### config.mk
export PLATFORM = sky130hd
export DESIGN_NAME = frame_buffer_arbiter_flat
export DESIGN_NICKNAME = d
export VERILOG_FILES = /design/src/rtl/fb_pkg.sv /design/src/rtl/frame_buffer_arbiter_if.sv /design/src/rtl/fb_write_fifo.sv /design/src/rtl/frame_buffer_arbiter.sv /design/src/flat_wrapper.sv
export SDC_FILE = /design/constraint.sdc
export NUM_CORES = 1
export LEC_CHECK = 0
export ABC_AREA = 1
export CAP_MARGIN = 15
export CORE_ASPECT_RATIO = 1.5
export CORE_MARGIN = 5
export CORE_UTILIZATION = 30
export DETAILED_ROUTE_END_ITERATION = 12
export PLACE_DENSITY = 0.58
export SLEW_MARGIN = 20
export SYNTH_ARGS = -nofsm -noshare
export SYNTH_HDL_FRONTEND = slang
export SYNTH_HIERARCHICAL = 1
export SYNTH_SLANG_ARGS = --single-unit
### constraint.sdc
create_clock -name video_clk -period 3.9 [get_ports video_clk]
set_clock_uncertainty 0.15 [all_clocks]
set_input_delay 0.585 -clock video_clk [delete_from_list [all_inputs] [get_ports video_clk]]
set_output_delay 0.585 -clock video_clk [all_outputs]
set_load 0.02 [all_outputs]
### src/rtl/fb_pkg.sv
// Shared frame-buffer constants and the arbiter state encoding.
// Holds the 640x480 geometry, address/data widths and the clear-sequencer
// states used by frame_buffer_arbiter.
package fb_pkg;

   localparam int FB_WIDTH  = 640;
   localparam int FB_HEIGHT = 480;
   localparam int FB_SIZE   = FB_WIDTH * FB_HEIGHT;
   localparam int ADDR_W    = 19;
   localparam int DATA_W    = 3;

   typedef enum logic [1:0] {
      IDLE  = 2'd0,
      DRAIN = 2'd1,
      CLEAR = 2'd2
   } arb_state_t;

   // Plain-vector aliases of the states for code that keeps state in a
   // logic [1:0] register.
   localparam logic [1:0] ST_IDLE  = IDLE;
   localparam logic [1:0] ST_DRAIN = DRAIN;
   localparam logic [1:0] ST_CLEAR = CLEAR;

endpackage

### src/rtl/frame_buffer_arbiter_if.sv
// Pixel-writer handshake bundle between the edge-detection pipeline and the
// frame-buffer arbiter.
//   wr_valid  writer offers a pixel
//   wr_ready  arbiter accepts the pixel this cycle
//   wr_addr   frame-buffer address of the pixel
//   wr_data   pixel value
// master = writer side, slave = arbiter side.
interface frame_buffer_arbiter_if #(
   parameter int ADDR_W = fb_pkg::ADDR_W,
   parameter int DATA_W = fb_pkg::DATA_W
);

   logic              wr_valid;
   logic              wr_ready;
   logic [ADDR_W-1:0] wr_addr;
   logic [DATA_W-1:0] wr_data;

   modport master (output wr_valid, output wr_addr, output wr_data, input wr_ready);
   modport slave  (input wr_valid, input wr_addr, input wr_data, output wr_ready);

endinterface

### src/rtl/fb_write_fifo.sv
// Synchronous write-buffer FIFO holding {address, data} pixel writes until
// the arbiter finds a free BRAM cycle.
//   video_clk, reset_n     clock and synchronous active-low reset
//   push, push_data        enqueue (ignored when full)
//   pop, pop_data          dequeue; pop_data is the current head (show-ahead)
//   full, empty, level     occupancy status
// DEPTH must be a power of two >= 2 so the pointers wrap naturally.
module fb_write_fifo #(
   parameter int DEPTH = 8,
   parameter int WIDTH = 22
) (
   input  logic                     video_clk,
   input  logic                     reset_n,
   input  logic                     push,
   input  logic [WIDTH-1:0]         push_data,
   input  logic                     pop,
   output logic [WIDTH-1:0]         pop_data,
   output logic                     full,
   output logic                     empty,
   output logic [$clog2(DEPTH):0]   level
);

   localparam int PTR_W = $clog2(DEPTH);

   logic [WIDTH-1:0] mem [DEPTH];
   logic [PTR_W-1:0] wr_ptr;
   logic [PTR_W-1:0] rd_ptr;
   logic             push_ok;
   logic             pop_ok;

   assign push_ok  = push && !full;
   assign pop_ok   = pop && !empty;
   assign full     = (level == (PTR_W+1)'(DEPTH));
   assign empty    = (level == '0);
   assign pop_data = mem[rd_ptr];

   // Storage array; contents need no reset because level gates every read.
   always_ff @(posedge video_clk) begin
      if (push_ok) begin
         mem[wr_ptr] <= push_data;
      end
   end

   // Pointers and occupancy; a push and pop in the same cycle cancel out.
   always_ff @(posedge video_clk) begin
      if (!reset_n) begin
         wr_ptr <= '0;
         rd_ptr <= '0;
         level  <= '0;
      end else begin
         if (push_ok) begin
            wr_ptr <= wr_ptr + 1'b1;
         end
         if (pop_ok) begin
            rd_ptr <= rd_ptr + 1'b1;
         end
         case ({push_ok, pop_ok})
            2'b10:   level <= level + 1'b1;
            2'b01:   level <= level - 1'b1;
            default: level <= level;
         endcase
      end
   end

endmodule

### src/rtl/frame_buffer_arbiter.sv
// Shares the single-port frame-buffer BRAM between the VGA display reader and
// the edge-detection pixel writer, and sequences whole-frame clears.
// Display reads always win the port; buffered writes and clear writes use
// only the cycles the display leaves free.
//   video_clk, reset_n          pixel clock, synchronous active-low reset
//   disp_req/disp_addr          display read request
//   disp_data/disp_valid        read return, BRAM_LAT+1 cycles after request
//   wr_bus (slave)              writer handshake (valid/ready/addr/data)
//   clear_req                   pulse starting a frame clear
//   clear_busy/clear_done       clear in progress / completion pulse
//   fifo_level                  write-buffer occupancy
//   bram_addr/din/we/dout       BRAM port
module frame_buffer_arbiter #(
   parameter int                 ADDR_W      = fb_pkg::ADDR_W,
   parameter int                 DATA_W      = fb_pkg::DATA_W,
   parameter int                 FB_SIZE     = fb_pkg::FB_SIZE,
   parameter int                 FIFO_DEPTH  = 8,
   parameter int                 BRAM_LAT    = 1,
   parameter logic [DATA_W-1:0]  CLEAR_VALUE = '0
) (
   input  logic                            video_clk,
   input  logic                            reset_n,
   input  logic                            disp_req,
   input  logic [ADDR_W-1:0]               disp_addr,
   output logic [DATA_W-1:0]               disp_data,
   output logic                            disp_valid,
   frame_buffer_arbiter_if.slave           wr_bus,
   input  logic                            clear_req,
   output logic                            clear_busy,
   output logic                            clear_done,
   output logic [$clog2(FIFO_DEPTH):0]     fifo_level,
   output logic [ADDR_W-1:0]               bram_addr,
   output logic [DATA_W-1:0]               bram_din,
   output logic                            bram_we,
   input  logic [DATA_W-1:0]               bram_dout
);

   import fb_pkg::*;

   localparam int                ENTRY_W   = ADDR_W + DATA_W;
   localparam logic [ADDR_W-1:0] LAST_ADDR = ADDR_W'(FB_SIZE - 1);

   logic [1:0]         state;
   logic [ADDR_W-1:0]  clear_cnt;
   logic               fifo_full;
   logic               fifo_empty;
   logic               push;
   logic               pop;
   logic               clear_wr;
   logic [ENTRY_W-1:0] head;
   logic [BRAM_LAT:0]  req_pipe;

   // New writes are refused while a clear is pending or running so the
   // clear cannot be overwritten by stale traffic; reset_n gates it too so
   // nothing is accepted during reset.
   assign wr_bus.wr_ready = !fifo_full && (state == ST_IDLE) && reset_n;
   assign push            = wr_bus.wr_valid && wr_bus.wr_ready;
   assign clear_wr        = !disp_req && (state == ST_CLEAR);
   assign pop             = !disp_req && (state != ST_CLEAR) && !fifo_empty;
   assign clear_busy      = (state != ST_IDLE);
   assign disp_valid      = req_pipe[BRAM_LAT];

   fb_write_fifo #(
      .DEPTH (FIFO_DEPTH),
      .WIDTH (ENTRY_W)
   ) u_fifo (
      .video_clk (video_clk),
      .reset_n   (reset_n),
      .push      (push),
      .push_data ({wr_bus.wr_addr, wr_bus.wr_data}),
      .pop       (pop),
      .pop_data  (head),
      .full      (fifo_full),
      .empty     (fifo_empty),
      .level     (fifo_level)
   );

   // BRAM port mux: display read, then clear write, then buffered write.
   // With no writer the address follows the display so reads stay cheap.
   always_comb begin
      bram_addr = disp_addr;
      bram_din  = '0;
      bram_we   = 1'b0;
      if (disp_req) begin
         bram_addr = disp_addr;
      end else if (state == ST_CLEAR) begin
         bram_addr = clear_cnt;
         bram_din  = CLEAR_VALUE;
         bram_we   = 1'b1;
      end else if (!fifo_empty) begin
         bram_addr = head[ENTRY_W-1:DATA_W];
         bram_din  = head[DATA_W-1:0];
         bram_we   = 1'b1;
      end
   end

   // Clear sequencer: drain pending writes, then sweep every address once,
   // advancing only when the display actually left the port free.
   always_ff @(posedge video_clk) begin
      if (!reset_n) begin
         state      <= ST_IDLE;
         clear_cnt  <= '0;
         clear_done <= 1'b0;
      end else begin
         clear_done <= 1'b0;
         case (state)
            ST_IDLE: begin
               if (clear_req) begin
                  state <= ST_DRAIN;
               end
            end
            ST_DRAIN: begin
               if (fifo_empty) begin
                  state     <= ST_CLEAR;
                  clear_cnt <= '0;
               end
            end
            ST_CLEAR: begin
               if (clear_wr) begin
                  if (clear_cnt == LAST_ADDR) begin
                     state      <= ST_IDLE;
                     clear_cnt  <= '0;
                     clear_done <= 1'b1;
                  end else begin
                     clear_cnt <= clear_cnt + 1'b1;
                  end
               end
            end
            default: state <= ST_IDLE;
         endcase
      end
   end

   // Read return: request flag delayed to line up with the registered BRAM
   // output, so a new read can be issued every cycle.
   always_ff @(posedge video_clk) begin
      if (!reset_n) begin
         req_pipe  <= '0;
         disp_data <= '0;
      end else begin
         req_pipe[0] <= disp_req;
         for (int i = 1; i <= BRAM_LAT; i++) begin
            req_pipe[i] <= req_pipe[i-1];
         end
         disp_data <= bram_dout;
      end
   end

endmodule
### src/flat_wrapper.sv
// flat-port wrapper written by rule: the top's interface ports become plain ports
module frame_buffer_arbiter_flat import fb_pkg::*;
#(
   parameter int                 ADDR_W      = fb_pkg::ADDR_W,
   parameter int                 DATA_W      = fb_pkg::DATA_W,
   parameter int                 FB_SIZE     = fb_pkg::FB_SIZE,
   parameter int                 FIFO_DEPTH  = 8,
   parameter int                 BRAM_LAT    = 1,
   parameter logic [DATA_W-1:0]  CLEAR_VALUE = '0
)
  (video_clk, reset_n, disp_req, disp_addr, disp_data, disp_valid, clear_req, clear_busy, clear_done, fifo_level, bram_addr, bram_din, bram_we, bram_dout, wr_bus_wr_valid, wr_bus_wr_addr, wr_bus_wr_data, wr_bus_wr_ready);
  frame_buffer_arbiter_if #(.ADDR_W(ADDR_W), .DATA_W(DATA_W)) wr_bus_i ();
  input  logic video_clk;
  input  logic reset_n;
  input  logic disp_req;
  input  logic [ADDR_W-1:0] disp_addr;
  output logic [DATA_W-1:0] disp_data;
  output logic disp_valid;
  input  logic clear_req;
  output logic clear_busy;
  output logic clear_done;
  output logic [$clog2(FIFO_DEPTH):0] fifo_level;
  output logic [ADDR_W-1:0] bram_addr;
  output logic [DATA_W-1:0] bram_din;
  output logic bram_we;
  input  logic [DATA_W-1:0] bram_dout;
  input wire logic [$bits(wr_bus_i.wr_valid)-1:0] wr_bus_wr_valid;
  input wire logic [$bits(wr_bus_i.wr_addr)-1:0] wr_bus_wr_addr;
  input wire logic [$bits(wr_bus_i.wr_data)-1:0] wr_bus_wr_data;
  output wire logic [$bits(wr_bus_i.wr_ready)-1:0] wr_bus_wr_ready;
  assign wr_bus_i.wr_valid = wr_bus_wr_valid;
  assign wr_bus_i.wr_addr = wr_bus_wr_addr;
  assign wr_bus_i.wr_data = wr_bus_wr_data;
  assign wr_bus_wr_ready = wr_bus_i.wr_ready;
  frame_buffer_arbiter #(.ADDR_W(ADDR_W), .DATA_W(DATA_W), .FB_SIZE(FB_SIZE), .FIFO_DEPTH(FIFO_DEPTH), .BRAM_LAT(BRAM_LAT), .CLEAR_VALUE(CLEAR_VALUE)) u_core (.video_clk(video_clk), .reset_n(reset_n), .disp_req(disp_req), .disp_addr(disp_addr), .disp_data(disp_data), .disp_valid(disp_valid), .wr_bus(wr_bus_i), .clear_req(clear_req), .clear_busy(clear_busy), .clear_done(clear_done), .fifo_level(fifo_level), .bram_addr(bram_addr), .bram_din(bram_din), .bram_we(bram_we), .bram_dout(bram_dout));
endmodule
==> metrics.md <==
| Metric | Value |
|---|---|
| Status | `finished, final reports clean` |
| Synth area leader | `edfxtp_1` |
| Worst slack, placed | `between 500 and 600 ps` |
| Synth top area share | `0.563` |
| Clock slew at reported path FFs | `around 60 ps` |
| Antenna cell count | `0` |
| Core ar. | `between 0.03 and 0.04 mm^2` |
| Setup TNS Final | `0 ps` |
| Sw frac | `0.326` |
| First-pass GRT wire length | `~35000 um` |
| Final hold viol count | `0` |
| Layout net count | `1006` |
| Crit path max fanout | `21` |
| Drt first pass iters | `4` |
| Cell with the most instances after synthesis | `edfxtp_1` |
| Clock power frac | `0.280` |
| Yosys cell types | `36` |
| H-tree depth | `1` |
| DRT iter0 DRCs | `around 330` |
| Synthesized netlist cell count | `about 860` |
| Vias per inst | `roughly 4.7` |
| Die area | `around 0.035 mm^2` |
| Final setup violation count | `0` |
| Max-cap violations | `0` |
| Drt total wl | `approximately 22000 um` |
| Initial Util | `0.303` |
| Worst-Margin Slew | `approximately 550 ps` |
| Largest net degree at the start of global routing | `38` |
| Crit path time final | `approximately 3600 ps` |
| Tot Pwr | `around 6500 uW` |
| IO buf count | `82` |
| Maximum vdd drop | `0.000285 V` |
| Die Y | `around 230 um` |
| Fill cell count | `roughly 3000` |
| Synth cell count leaders | `edfxtp_1 (176), nand2_1 (169), nor2_1 (126), o21ai_0 (73), inv_1 (50)` |
| Mapped cell area | `between 0.009 and 0.01 mm^2` |
| Max Clock Freq | `between 200 and 300 MHz` |
| Combinational share of power | `0.304` |
| Worst-Skew Late Latency | `around 500 ps` |
| Cell area after placement | `approximately 0.011 mm^2` |
| Via count | `around 6400` |
| Unrepaired setup endpoints after global routing | `no` |
| Hold Buf Count CTS | `0` |
| Layout cell share with drive strength beyond 1 | `0.0924` |
| Sequential group share of total power | `0.416` |
| Antenna violations before repair | `2` |
| Slowest stage delay, CP | `between 600 and 700 ps` |
| Final slew viol count | `0` |
| Syn nets | `919` |
| Fin crit share | `0.927` |
| Die width | `154 um` |
| CTS tree | `built` |
| DP Wirelength | `approximately 15000 um` |
| Reg2reg setup slack | `a little under 1000 ps` |
| Area growth syn-to-layout | `20.4%` |
| Crit path kind | `reg2out` |
| Post-route cell area | `around 0.011 mm^2` |
| Internal power | `between 4000 and 5000 uW` |
| FP Rows | `79` |
| Commonest register cell after synthesis | `edfxtp_1` |
| Inst Count DP | `1333` |
| Final Non-Filler Cells | `between 1000 and 1500` |
| NetSw | `~2100 uW` |
| Vias in the first global route | `~6200` |
| Crit path launch type | `register` |
| Postcts setup bufs | `0` |
| Crit-path most repeated cell | `nand2_1` |
| Register area share after synthesis | `0.649` |
| Clock root cell | `clkbuf_16` |
| Clock sink count | `roughly 220` |
| Ys async rst share | `0` |
| Relative slew margins | `0.631` |
| Total GRT Usage | `0.125` |
| Residual DRC count | `0` |
| Critical Path, Cell by Cell | `buf_4 -> nor2_1 -> nor2_1 -> o21ai_0 -> o21ai_1 -> nand2_1 -> nand2_1 -> nand2_1 -> o211ai_1 -> clkdlybuf4s50_1` |
| Final ANT Viol Nets | `0` |
| Worst path slowest cell | `dfxtp_2` |
| Buffers plus inverters on the worst setup path | `2` |
| P per Cell Area | `~580 mW/mm^2` |
| TritonCTS Buffers | `21` |
| Number of flops mapped to enable cells by yosys | `around 180` |
| Element type at the critical path end | `primary output` |
| P_leak | `slightly below 0.004 uW` |
| Arrival @ worst endpoint | `about 2900 ps` |
| Post-route setup slack | `about 290 ps` |
| Worst hold path type | `reg2reg` |
| WP data required | `about 3200 ps` |
| Syn. warnings | `6` |
| Avg WL per Cell | `around 16 um` |
| Post-synthesis register bit count | `216` |
| Placer Congestion | `0.756` |
| Cts repair resizes | `0` |
| # IOs | `83` |
| Gr ovfl total | `0` |
| Top Family by Delay on Critical Path | `buffers and inverters` |
| Top post-synthesis cells by area | `edfxtp_1 (56%), dfxtp_1 (8.5%), nand2_1 (6.8%)` |
| Avg Synthesized Cell Area | `between 10 and 15 um^2` |
| Max clock buf depth | `3` |
[power groups by stage]
stage               combinational (uW)  clock [uW]  sequential (uW)
global placement                  2010           0             2780
detailed placement                2020           0             2780
global route                      2220        1990             2740
finish                            1990        1830             2720
floorplan                         1430           0             2720
CTS                               2030        1890             2730
[cell usage in the layout (no fill, tap or decap), types with 9 or more instances in the layout]
cell type,netlist,routed
nand2_1,169,169
inv_1,50,50
edfxtp_1,176,176
buf_4,1,14
mux2i_1,22,22
nor2_1,126,118
o21ai_0,73,73
dfxtp_1,40,38
clkdlybuf4s50_1,0,82
a21oi_1,9,9
nand4_1,11,11
o22ai_1,22,22
nand3_1,28,28
o211ai_1,15,15
clkbuf_16,0,21
o21ai_1,27,27
nor2_2,14,22
[worst register-to-register path, stage by stage, from the launching register on]
cell and delay (ps):
dfxtp_1 440, nor2_1 90, nand3_1 110, inv_1 110, nor2_1 140, o21ai_0 120, inv_1 70, buf_4 260
nand2_1 140, inv_2 120, ha_1 220, nand2_1 70, inv_1 70, nor2_1 50, ha_1 170, a21oi_1 140
xnor2_1 90, o21ai_0 190, inv_1 50
[per-layer routing]
metal,global-route usage,up-vias,wire [um]
met2,0.231,131,11600
met1,0.147,3051,8880
met3,0.0231,39,1240
li1,-,3145,-
met4,0.0348,4,490
met5,0,-,21
[cell type report]
type / instances / area [um^2] / share of cell area
flip-flops and latches: 216 / 6090 / 0.539
multi-input cells: 553 / 2800 / 0.248
inverters: 56 / 213 / 0.0188
clock buffers: 24 / 537 / 0.0475
repair buffers: 103 / 1070 / 0.0944
well taps: 405 / 507 / 0.0449
clock inverters: 11 / 77.6 / 0.00687
[state kept, by name, summed over array words and instances (netlist names), named ones only]
name and flops:
u_core/clear_cnt 19, u_core/clear_done 1, u_core/disp_data 3, u_core/req_pipe 2, u_core/state 2, u_core/u_fifo/level 4
u_core/u_fifo/mem 176, u_core/u_fifo/rd_ptr 3, u_core/u_fifo/wr_ptr 3
[cells by family (layout without fill, tap and decap cells)]
family,count (synthesis),after routing,share of synthesized area
AND/OR/NAND/NOR,368,368,0.170
flip-flops,216,216,0.649
AO/OA/AOI/OAI,148,148,0.0864
buffers and inverters,95,194,0.0544
multiplexers,22,22,0.0235
XOR/XNOR,9,9,0.00840
adder cells (fa/ha/maj),6,6,0.00800
[final timing paths]
path                                             start                     end  depth (start not counted)
worst max register to register  u_core/u_fifo/level[0]  u_core/u_fifo/level[2]                         18
worst max-delay path                          register           bram_addr[18]                         10
worst min register to register      u_core/req_pipe[0]      u_core/req_pipe[1]                          2
worst min-delay path                u_core/req_pipe[0]      u_core/req_pipe[1]                          2
[metrics by stage]
| stage | util | hold WS, ps |
|---|---|---|
| 6_report | 0.365 | 269 |
| 5_1_grt | 0.365 | 300 |
| 4_1_cts | 0.365 | 276 |
| 3_5_place_dp | 0.345 | 258 |
| 3_3_place_gp | 0.345 | 254 |
| 2_1_floorplan | - | 240 |
(Power assumes the default switching activity.)
==> edit: new RTL, same settings <==
Take the reset off `disp_data` and load it in a clocked block of its own.
--- a/src/rtl/frame_buffer_arbiter.sv
+++ b/src/rtl/frame_buffer_arbiter.sv
@@ -136,14 +136,16 @@
    always_ff @(posedge video_clk) begin
       if (!reset_n) begin
          req_pipe  <= '0;
-         disp_data <= '0;
       end else begin
          req_pipe[0] <= disp_req;
          for (int i = 1; i <= BRAM_LAT; i++) begin
             req_pipe[i] <= req_pipe[i-1];
          end
-         disp_data <= bram_dout;
       end
    end
 
+   always_ff @(posedge video_clk) begin
+      disp_data <= bram_dout;
+   end
+
 endmodule
Check against the original RTL: not equivalent (a bounded check fails within 4 cycles, from zero or initial values and one cycle with reset_n low).
==> edit against the original RTL <==
Final area up 0.11%; worst setup slack worse by 0.024 ns; sequential cell count unchanged; highest routed layer is now met4; maximum frequency down 0.66%; area after synthesis up 0.13%; power up 5.5%; routed wire length down 3.4%; count of clock-buffer cells in the layout unchanged.
==> edit: results (changes against the original RTL) <==
[status]
outcome=complete, no violations

[route]
dr_wl_met2_mm=10.9  ; -5.9%
via_per_inst=4.61  ; -1.0%
top_layer=met4
wl_met1_mm=8.90  ; +0.17%
wl_met3_mm=1.14  ; -8.4%
drtPass1Iterations=4  ; unchanged
wire_per_inst_um=15.8  ; -2.6%
drt_iter0_drc=420  ; +28%

[power]
p_leak_uw=0.00385  ; -2.3%
vdd_drop_max_mv=0.230  ; -19%

[critical_path]
timing.critical_path.to=bram_addr[5]
worst_ep_arrival_time_ns=2.90  ; +0.02 ns
slowest_delay_ns=0.63  ; -0.05 ns
rr_startpoint=u_core/u_fifo/level[3]
cp_max_fo=36  ; +71%
rrSetupSlack_ns=1.07  ; +0.09 ns
cp_slowest_cell=clkdlybuf4s50_1

[global_routing]
groute.usage.overall_pct=12.1  ; -0.38 points
grt_pass1_vias=6151  ; -1.4%
grt_max_degree=59  ; +55%
met1_usage_pct=14.6  ; -0.14 points
use_met2_pct=21.4  ; -1.7 points
grt_pass1_wl_mm=33.6  ; -2.7%
antenna_found_initial=1  ; -1
use_met3_pct=2.23  ; -0.076 points

[logic_synthesis]
synth_warnings=6  ; unchanged
synth_area_leaders=edfxtp_1, dfxtp_1, nand2_1
syn_nets=909  ; -1.1%
synth_cell_types=37  ; +2.8%
yosysSeqAreaShare_pct=64.8  ; -0.086 points

[finish]
drive_above_1_share_pct=9.99  ; +0.75 points
layoutNonFillerInstCount=1357  ; -0.80%
fillers=3014  ; -0.76%
fin_nets=992  ; -1.4%
top_regs=u_core/u_fifo/mem (176), u_core/clear_cnt (19), u_core/u_fifo/level (4)

[placed_design]
placed_cell_area_sq_um=10600  ; -0.49%
place.gp.congestion=0.833  ; +10%
dp_hpwl_mm=13.7  ; -7.5%
post-place-ws_ns=0.473  ; -0.0719 ns
portBuffers=82  ; unchanged
place_inst=1320  ; -0.98%

[sta]
fmax_ghz=0.275  ; -0.66%
relSlewSlack_pct=65.2  ; +2.1 points
hold-worst-slack_ns=0.280  ; +0.0110 ns

[clocking]
cts_buffers=20  ; -4.8%

[edit: worst min-delay path, cell delays in order (launching register included)]
cell and delay [ns]:
dfxtp_1 0.30, nand2_1 0.06, inv_1 0.04
[edit: logic make-up (layout without fill, tap and decap cells)]
logic type | Yosys count | count (layout) | share of synthesized area, %
other | 0 | 1 | 0
muxes | 23 | 23 | 2.45
and+or+nand+nor | 361 | 361 | 17.1
buffers and inverters | 92 | 189 | 5.36
adders and majority gates | 6 | 6 | 0.799
DFF | 216 | 216 | 64.8
xor gates and xnor gates | 12 | 12 | 1.12
AOI/OAI and AO/OA | 144 | 144 | 8.39
[edit: area by class of cell]
class,count,area (sq um),share of cell area (%)
clock inverters,12,140,1.24
repair buffers,99,998,8.83
well taps,405,507,4.48
flip-flops and latches,216,6090,53.9
clock buffers,24,537,4.75
diodes,1,2.50,0.0221
inverters,54,205,1.82
multi-input cells,546,2820,25.0
[edit: power breakdown]
part	total (uW)	internal, uW	switching (uW)
combinational	2150	811	1340
clock	2010	1190	826
sequential	2750	2620	129
